===== config.mk =====
export PLATFORM = sky130hd
export DESIGN_NAME = jk_bank_sequencer_flat
export DESIGN_NICKNAME = d
export VERILOG_FILES = /design/src/rtl/jk_seq_pkg.sv /design/src/rtl/jk_bank_sequencer_if.sv /design/src/rtl/jk_cell.sv /design/src/rtl/jk_bank_sequencer.sv /design/src/flat_wrapper.sv
export SDC_FILE = /design/constraint.sdc
export NUM_CORES = 1
export LEC_CHECK = 0
export ABC_AREA = 1
export CORE_MARGIN = 2
export CORE_UTILIZATION = 43
export CTS_CLUSTER_SIZE = 14
export DETAILED_ROUTE_END_ITERATION = 8
export HOLD_SLACK_MARGIN = 0.05
export PLACE_DENSITY_LB_ADDON = 0.08
export SLEW_MARGIN = 30
export SYNTH_ARGS = -nofsm -noshare
export SYNTH_HDL_FRONTEND = slang
export SYNTH_SLANG_ARGS = --single-unit

===== constraint.sdc =====
create_clock -name clk -period 1.45 [get_ports clk]
set_input_delay 0.29 -clock clk [delete_from_list [all_inputs] [get_ports clk]]
set_output_delay 0.29 -clock clk [all_outputs]
set_load 0.02 [all_outputs]

===== src/rtl/jk_seq_pkg.sv =====
// Shared opcode and FSM state encodings for the JK bank sequencer.
package jk_seq_pkg;
    localparam logic [2:0] OP_HOLD = 3'b000;
    localparam logic [2:0] OP_SET  = 3'b001;
    localparam logic [2:0] OP_CLR  = 3'b010;
    localparam logic [2:0] OP_TGL  = 3'b011;
    localparam logic [2:0] OP_LOAD = 3'b100;
    localparam logic [2:0] OP_CNTU = 3'b101;
    localparam logic [2:0] OP_CNTD = 3'b110;
    localparam logic [2:0] OP_SHL  = 3'b111;

    localparam logic [1:0] ST_IDLE = 2'd0;
    localparam logic [1:0] ST_EXEC = 2'd1;
    localparam logic [1:0] ST_DONE = 2'd2;
endpackage


===== src/rtl/jk_bank_sequencer_if.sv =====
// Command channel into the JK bank sequencer: valid/ready handshake, command fields and abort.
interface jk_bank_sequencer_if #(
    parameter int WIDTH = 8,
    parameter int REPW  = 4
);
    logic             cmd_valid;
    logic             cmd_ready;
    logic [2:0]       cmd_op;
    logic [WIDTH-1:0] cmd_mask;
    logic [WIDTH-1:0] cmd_data;
    logic [REPW-1:0]  cmd_rep;
    logic             abort;

    modport master (
        output cmd_valid, cmd_op, cmd_mask, cmd_data, cmd_rep, abort,
        input  cmd_ready
    );

    modport slave (
        input  cmd_valid, cmd_op, cmd_mask, cmd_data, cmd_rep, abort,
        output cmd_ready
    );
endinterface


===== src/rtl/jk_cell.sv =====
// Single JK flip-flop cell with synchronous active-high reset and complementary output.
module jk_cell (
    input  logic clk,
    input  logic rst,
    input  logic j,
    input  logic k,
    output logic q,
    output logic qbar
);
    always_ff @(posedge clk) begin
        if (rst) begin
            q <= 1'b0;
        end else begin
            case ({j, k})
                2'b01:   q <= 1'b0;
                2'b10:   q <= 1'b1;
                2'b11:   q <= ~q;
                default: q <= q;
            endcase
        end
    end

    assign qbar = ~q;
endmodule


===== src/rtl/jk_bank_sequencer.sv =====
// Sequences J/K patterns into a WIDTH-bit JK bank for cmd_rep+1 clocks per accepted command.
// One command in flight; cmd_ready only in IDLE, done/aborted pulse one cycle after the last update.
import jk_seq_pkg::*;

module jk_bank_sequencer #(
    parameter int WIDTH = 8,
    parameter int REPW  = 4
) (
    input  logic              clk,
    input  logic              rst,
    jk_bank_sequencer_if.slave cmd,
    output logic [WIDTH-1:0]  q,
    output logic [WIDTH-1:0]  qbar,
    output logic [WIDTH-1:0]  j_vec,
    output logic [WIDTH-1:0]  k_vec,
    output logic              done,
    output logic              aborted
);
    logic [1:0]       state;
    logic [REPW-1:0]  cnt;
    logic [2:0]       op_r;
    logic [WIDTH-1:0] mask_r;
    logic [WIDTH-1:0] data_r;

    assign cmd.cmd_ready = (state == ST_IDLE);
    assign done          = (state == ST_DONE);

    always_ff @(posedge clk) begin
        if (rst) begin
            state   <= ST_IDLE;
            cnt     <= '0;
            op_r    <= OP_HOLD;
            mask_r  <= '0;
            data_r  <= '0;
            aborted <= 1'b0;
        end else begin
            case (state)
                ST_IDLE: begin
                    aborted <= 1'b0;
                    if (cmd.cmd_valid) begin
                        state  <= ST_EXEC;
                        cnt    <= cmd.cmd_rep;
                        op_r   <= cmd.cmd_op;
                        mask_r <= cmd.cmd_mask;
                        data_r <= cmd.cmd_data;
                    end
                end
                ST_EXEC: begin
                    // The update on this edge always happens; abort only cuts the remaining ones.
                    if (cnt == '0 || cmd.abort) begin
                        state   <= ST_DONE;
                        aborted <= cmd.abort;
                    end else begin
                        cnt <= cnt - 1'b1;
                    end
                end
                default: begin
                    state   <= ST_IDLE;
                    aborted <= 1'b0;
                end
            endcase
        end
    end

    always_comb begin
        logic carry;
        j_vec = '0;
        k_vec = '0;
        carry = 1'b1;
        if (state == ST_EXEC) begin
            case (op_r)
                OP_SET: j_vec = mask_r;
                OP_CLR: k_vec = mask_r;
                OP_TGL: begin
                    j_vec = mask_r;
                    k_vec = mask_r;
                end
                OP_LOAD: begin
                    j_vec = data_r;
                    k_vec = ~data_r;
                end
                OP_CNTU: begin
                    for (int i = 0; i < WIDTH; i++) begin
                        j_vec[i] = carry;
                        carry    = carry & q[i];
                    end
                    k_vec = j_vec;
                end
                OP_CNTD: begin
                    for (int i = 0; i < WIDTH; i++) begin
                        j_vec[i] = carry;
                        carry    = carry & ~q[i];
                    end
                    k_vec = j_vec;
                end
                OP_SHL: begin
                    j_vec = {q[WIDTH-2:0], data_r[0]};
                    k_vec = ~j_vec;
                end
                default: begin
                    j_vec = '0;
                    k_vec = '0;
                end
            endcase
        end
    end

    for (genvar gi = 0; gi < WIDTH; gi++) begin : g_cell
        jk_cell u_cell (
            .clk  (clk),
            .rst  (rst),
            .j    (j_vec[gi]),
            .k    (k_vec[gi]),
            .q    (q[gi]),
            .qbar (qbar[gi])
        );
    end
endmodule


===== src/flat_wrapper.sv =====
// flat-port wrapper written by rule: the top's interface ports become plain ports
module jk_bank_sequencer_flat 
#(
    parameter int WIDTH = 8,
    parameter int REPW  = 4
)
  (clk, rst, q, qbar, j_vec, k_vec, done, aborted, cmd_cmd_valid, cmd_cmd_op, cmd_cmd_mask, cmd_cmd_data, cmd_cmd_rep, cmd_abort, cmd_cmd_ready);
  jk_bank_sequencer_if #(.WIDTH(WIDTH), .REPW(REPW)) cmd_i ();
  input  logic clk;
  input  logic rst;
  output logic [WIDTH-1:0] q;
  output logic [WIDTH-1:0] qbar;
  output logic [WIDTH-1:0] j_vec;
  output logic [WIDTH-1:0] k_vec;
  output logic done;
  output logic aborted;
  input wire logic [$bits(cmd_i.cmd_valid)-1:0] cmd_cmd_valid;
  input wire logic [$bits(cmd_i.cmd_op)-1:0] cmd_cmd_op;
  input wire logic [$bits(cmd_i.cmd_mask)-1:0] cmd_cmd_mask;
  input wire logic [$bits(cmd_i.cmd_data)-1:0] cmd_cmd_data;
  input wire logic [$bits(cmd_i.cmd_rep)-1:0] cmd_cmd_rep;
  input wire logic [$bits(cmd_i.abort)-1:0] cmd_abort;
  output wire logic [$bits(cmd_i.cmd_ready)-1:0] cmd_cmd_ready;
  assign cmd_i.cmd_valid = cmd_cmd_valid;
  assign cmd_i.cmd_op = cmd_cmd_op;
  assign cmd_i.cmd_mask = cmd_cmd_mask;
  assign cmd_i.cmd_data = cmd_cmd_data;
  assign cmd_i.cmd_rep = cmd_cmd_rep;
  assign cmd_i.abort = cmd_abort;
  assign cmd_cmd_ready = cmd_i.cmd_ready;
  jk_bank_sequencer #(.WIDTH(WIDTH), .REPW(REPW)) u_core (.clk(clk), .rst(rst), .cmd(cmd_i), .q(q), .qbar(qbar), .j_vec(j_vec), .k_vec(k_vec), .done(done), .aborted(aborted));
endmodule

# Word-level counts from Yosys, hierarchy flattened
# Cells that the tools add are included.
[totals]
regBits = 34
latch_bits = 0
ramBits = 0
rom_bits = 0
inputBits = 27
output_inout_bits = 35
elab_cells = 110
mem_count = 0
[classes]
add_sub_neg = 1
n_mul = 0
n_div = 0
order_cmp = 0
eq_ne = 36
shifts = 0
n_mux = 18
n_bitwise = 23
reduce_logical = 18
[op_table]
columns = ["operator", "count"]
rows = [
  ["8-bit one-hot mux with 5 select lines", 2],
  ["2-bit equality test, second input constant", 17],
  ["1-bit one-hot mux with 3 select lines", 8],
  ["3-bit nonzero test", 8],
  ["2-bit by 1-bit equality test with 1-bit output, second input constant", 9],
  ["8-bit 2-to-1 mux", 2],
  ["8-bit NOT", 2],
  ["1-bit AND", 12],
  ["3-bit equality test, second input constant", 4],
  ["1-bit NOT", 9],
  ["4-bit 2-to-1 mux", 2],
  ["4-bit one-hot mux with 2 select lines", 1],
  ["3-bit by 2-bit equality test with 1-bit output, second input constant", 2],
  ["2-bit OR reduction", 3],
  ["4-bit zero test", 1],
  ["2-bit 2-to-1 mux", 2],
  ["2-bit != test, second input constant", 2],
  ["2-bit one-hot mux with 2 select lines", 1],
  ["2-bit AND reduction", 2],
  ["4-bit by 1-bit subtractor with 4-bit output, second input constant", 1],
  ["3-bit by 1-bit equality test with 1-bit output, second input constant", 1],
  ["3-bit AND reduction", 1],
  ["2-bit zero test", 1],
  ["2-bit by 1-bit != test with 1-bit output, second input constant", 1],
  ["2 further kinds", 2],
]

# Longest topological paths before layout
# Gate-level depths: netlist (run 1).
[depth]
depth_word = 11
mapped_depth = 11
mapped_depth_nobuf = 10

# By module
# From an unflattened synthesis (run 1), not the netlist that was laid out.
[hier_totals]
hier_cells = 335
area_unflattened_um2 = 1961.9
[modules_own_cells]
columns = ["mod", "n_inst", "cells_per_inst", "area_per_inst_um2"]
rows = [
  ["jk_bank_sequencer", 1, 279, 1621.6],
  ["jk_cell", 8, 7, 42.5],
]

# Worst setup path before layout (run 1)
# No wires, ideal clock.
[synth_path]
path_type = "reg-to-output"
start = "register u_core.op_r[0]"
end = "output j_vec[5]"
arrival_time_ps = 1172
path_slack_ps = -12
path_stages_with_launch = 11
cell_sequence = "dfxtp_1 -> inv_1 -> nand3_2 -> inv_2 -> nand2_1 -> o21ai_0 -> inv_1 -> nand4_1 -> nand2_1 -> inv_1 -> buf_4"
[synth_via]
elab_chain_len = 4
word_cells_on_any_way = 9
cone_classes = "eq/ne: 6; mux: 2; reduce/logical: 1"
[synth_rtl]
columns = ["item", "line", "text"]
rows = [
  ["from (decl)", "jk_bank_sequencer.sv:21", "logic [2:0] op_r;"],
  ["from (signal assigned)", "jk_bank_sequencer.sv:43", "op_r <= cmd.cmd_op;"],
  ["3-bit by 1-bit equality test with 1-bit output / 3-bit by 2-bit equality test with 1-bit output (equally long branches)", "jk_bank_sequencer.sv:71", "case (op_r)"],
  ["2-bit OR reduction (no source line)", "-", ""],
  ["8-bit one-hot mux with 5 select lines *", "jk_bank_sequencer.sv:71", ""],
  ["8-bit 2-to-1 mux *", "jk_bank_sequencer.sv:70", "if (state == ST_EXEC) begin"],
  ["to (decl)", "flat_wrapper.sv:13", "output logic [WIDTH-1:0] j_vec;"],
]
# Every way passes the cells marked *; elsewhere a longest branch is shown, timed or not.

# Worst setup path in the final report (run 1)
[layout_path]
start = "register u_core.op_r[2]"
end = "output j_vec[6]"
# The elaborated chain is that of the path after synthesis.

==> out/results.txt, run 1 <==
The flow ran to the end, but the final reports show violations. The checks that failed: setup timing. Via count of the first global-routing pass: 2,218. The tree built by TritonCTS fans out to 34 sinks.

In the final layout, the share of cells above drive strength 1 is 38.7%. Setup violations remaining at the end of the flow were counted as 16. The die is 74.8 um wide. The pin count of the biggest net entering global routing came out at 32. The worst setup path is captured at an output pin. The detail route stage leaves a number of antenna-violating nets equal to 0. The number of placed instances, taps included, is 474. Using the TritonRoute via totals, the vias-per-cell ratio works out to 4.86. Total routing resource utilization after global routing: 22.8%. The max-capacitance violation count is 0, and the area added between synthesis and finish is 59.2%. Synthesis instantiated 28 different standard cells from the library. The wire-length estimate of the detail-placed layout is 4.22 mm. The required time at the worst-slack endpoint was 1.16 ns; the global route total overflow was 0. Die height: 74.8 um.

The critical path in this run is classified as reg2out. The largest driver fanout on the critical path is 6, and the total CTS buffers is 5. The number of nets in the synthesized netlist is 364. The floorplan has 25 rows. After technology mapping, the gate count stands at 336.

Summing all multi-input logic gate instances after layout gives 1150 um^2. CTS placed an instance of clkbuf_8 at the clock tree root. For the pin with the worst max-slew slack, the measured transition is 0.211 ns.

Clock skew on the completed layout was measured at 0.00723 ns. TritonCTS built the clock tree. The first TritonRoute pass finished after 5 iterations. After detailed routing, the number of remaining DRC violations is 0. Number of antenna violations at the first check in global routing: 0.

The first global-routing pass estimated 9.79 mm of wire. The number of antenna diodes in the final layout is 0. The part of the cycle the worst path needs came out at 129%. The average wire length per cell after detail routing was 12.8 um. Number of filler instances in the final layout: 406. The final count of hold timing violations is 0. The later pin in the worst-skew pair is clocked with a latency of 0.29 ns. The total area inside the core boundary comes to 4790 um^2. After clock tree synthesis, the clock-pin slew on the worst setup and hold paths is 0.07 ns. VDD sags by at most 0.000585 V.

The design draws 2.72 mW. Port buffering added 61 buffers. No sink is reached through more buffers than the 2 on the longest clock path. Setup repair after global routing could not meet its margin everywhere. The tools report the starting density of the core as 45.1%. At the end of routability-driven placement, the weighted congestion stood at 0.874.

Kind of start point of the critical path: a flip-flop. The total length of routed wires was 6.41 mm. The tightest min-delay check is of the reg2reg type. The mapped netlist covers 2160 um^2. Summing the sequential cell areas from Yosys gives 31.6% of the chip area. The minimum period implied by the final worst setup slack works out to 1.88 ns. The count of synthesis-stage warnings from yosys was 0. The max-slew violation total from the final report came out at 0. The top cell types in the final layout, fill and taps aside, are buf_4 (65), nor2_1 (47), nand2_1 (46), inv_1 (36), clkdlybuf4s50_1 (26). Worst max-slew margin expressed relative to the limit: 85.9%.

The net count of the finished layout is 461. Data on the critical path arrives at its endpoint at 1.59 ns. Based on the critical path, the design can be clocked at up to 533 MHz. The library cell used most frequently in the layout, excluding fill and tap cells, is buf_4. For this design the static power due to leakage is 1.66 nW. The number of levels in the clock H-tree is 2, and the footprint of the flip-flops and latches is 714 um^2.

The routed via count is 2,436. The synthesized design contains 34 register bits. Each instance of the synthesized netlist takes up on average 6.42 um^2. The die covers 5600 um^2. The final worst slack was -0.427 ns. Once layout is complete, the cells apart from fillers number 501. Pin placement for this block handled 62 I/O pins.

For this design the ratio of total power to cell area is 791 nW/um^2. The iteration-0 DRC count of the detailed router is 199.
==> sequential cells by signal, summed over array words and instances, names as in the netlist <==
register                cells
u_core.g_cell.u_cell.q      8
u_core.data_r               8
u_core.state                2
u_core.aborted              1
u_core.cnt                  4
u_core.mask_r               8
u_core.op_r                 3
==> power by group <==
part	total (mW)	switching (mW)	internal [mW]
Clock	0.735	0.352	0.383
Combinational	0.908	0.451	0.457
Sequential	1.07	0.0665	1.01
==> cell type report <==
cell class | count | area share [%]
inverters | 49 | 6.23
repair buffers | 132 | 34.4
clock buffers | 7 | 2.51
well taps | 67 | 2.44
flip-flops and latches | 34 | 20.8
clock inverters | 1 | 0.146
multi-input cells | 211 | 33.5
==> repair_timing <==
| item | CTS | global route |
|---|---|---|
| setup endpoints to repair | 43 | 42 |
| pin swaps | 11 | 15 |
| buffers inserted | 11 | 7 |
| hold buffers | 0 | 0 |
| endpoints found under the hold margin | 0 | 0 |
| gates resized for setup | 171 | 59 |
| gates cloned | 1 | 1 |
==> through the flow <==
step / hold WS [ns] / cell area [um^2] / worst slack [ns] / utilization, % / TNS (ns)
5_1_grt: 0.513 / 3430 / -0.502 / 71.8 / -7.50
6_report: 0.478 / 3430 / -0.427 / 71.8 / -5.74
2_1_floorplan: 0.368 / 2170 / -0.00457 / - / -0.00457
3_5_place_dp: 0.463 / 2990 / -0.718 / 62.5 / -11.93
4_1_cts: 0.474 / 3270 / -0.411 / 68.4 / -5.65
3_3_place_gp: 0.456 / 2990 / -0.699 / 62.5 / -11.20
==> critical path, stage by stage, from the launching register on <==
cell and delay (ns):
dfxtp_4 0.41, buf_6 0.13, inv_8 0.04, nand2_4 0.12, nor2_1 0.06, nor3_1 0.19
nand3_1 0.09, nand2_1 0.08, inv_1 0.04, buf_2 0.15
==> cells in the mapped netlist <==
| master | number | area share, % |
|---|---|---|
| a211oi_1 | 1 | 0.35 |
| a21oi_1 | 23 | 5.3 |
| a22o_1 | 1 | 0.41 |
| a31oi_1 | 1 | 0.29 |
| buf_2 | 1 | 0.23 |
| buf_4 | 33 | 11 |
| buf_6 | 4 | 2.1 |
| clkbuf_1 | 4 | 0.70 |
| clkbuf_2 | 1 | 0.23 |
| dfxtp_1 | 34 | 32 |
| ha_1 | 1 | 0.58 |
| inv_1 | 45 | 7.8 |
| inv_2 | 4 | 0.70 |
| nand2_1 | 57 | 9.9 |
| nand2_2 | 1 | 0.29 |
| nand3_1 | 20 | 4.6 |
| nand3_2 | 1 | 0.46 |
| nand4_1 | 5 | 1.5 |
| nor2_1 | 51 | 8.9 |
| nor2_2 | 2 | 0.58 |
| nor2_4 | 1 | 0.52 |
| nor3_1 | 1 | 0.23 |
| o2111ai_1 | 2 | 0.81 |
| o211ai_1 | 1 | 0.35 |
| o21ai_0 | 31 | 7.2 |
| o21ai_1 | 2 | 0.46 |
| o22ai_1 | 7 | 2.0 |
| xor2_1 | 1 | 0.41 |
==> routing by layer <==
layer / share of wire, % / GRT usage, % / routed length (um)
met1: 46 / 30.2 / 2940
met3: 5.5 / 5.09 / 355
met2: 47 / 36.7 / 2980
met5: 0 / 0 / 0
met4: 2.0 / 8.13 / 130
==> final timing paths <==
kind,startpoint,end,slack [ns],depth (start not counted)
setup reg to reg,u_core.op_r[2]$_SDFFE_PP0P_,u_core.g_cell[4].u_cell.q$_SDFFE_PP0P_,0.02,11
hold / removal,u_core.cnt[2]$_SDFFE_PP0P_,u_core.cnt[2]$_SDFFE_PP0P_,0.48,2
hold reg to reg,u_core.cnt[2]$_SDFFE_PP0P_,u_core.cnt[2]$_SDFFE_PP0P_,0.48,2
setup / recovery,u_core.op_r[2]$_SDFFE_PP0P_,j_vec[6],-0.43,9
==> cell families (layout without fill, tap and decap cells) <==
family | after synthesis | in the layout | share of synthesized area [%]
adders and majority gates | 1 | 1 | 0.580
AOI/OAI and AO/OA | 69 | 69 | 17.2
DFF | 34 | 34 | 31.6
xor gates and xnor gates | 1 | 1 | 0.406
and+or+nand+nor | 139 | 140 | 27.0
buffers and inverters | 92 | 189 | 23.3
Note: power is estimated with default switching activity, not from simulation.
==> run 2, diff against run 1 <==
CTS_CLUSTER_SIZE = not set   (was 14)
==> results of run 2 <==
The final DEF is identical to that of run 1; final timing and power are the same.
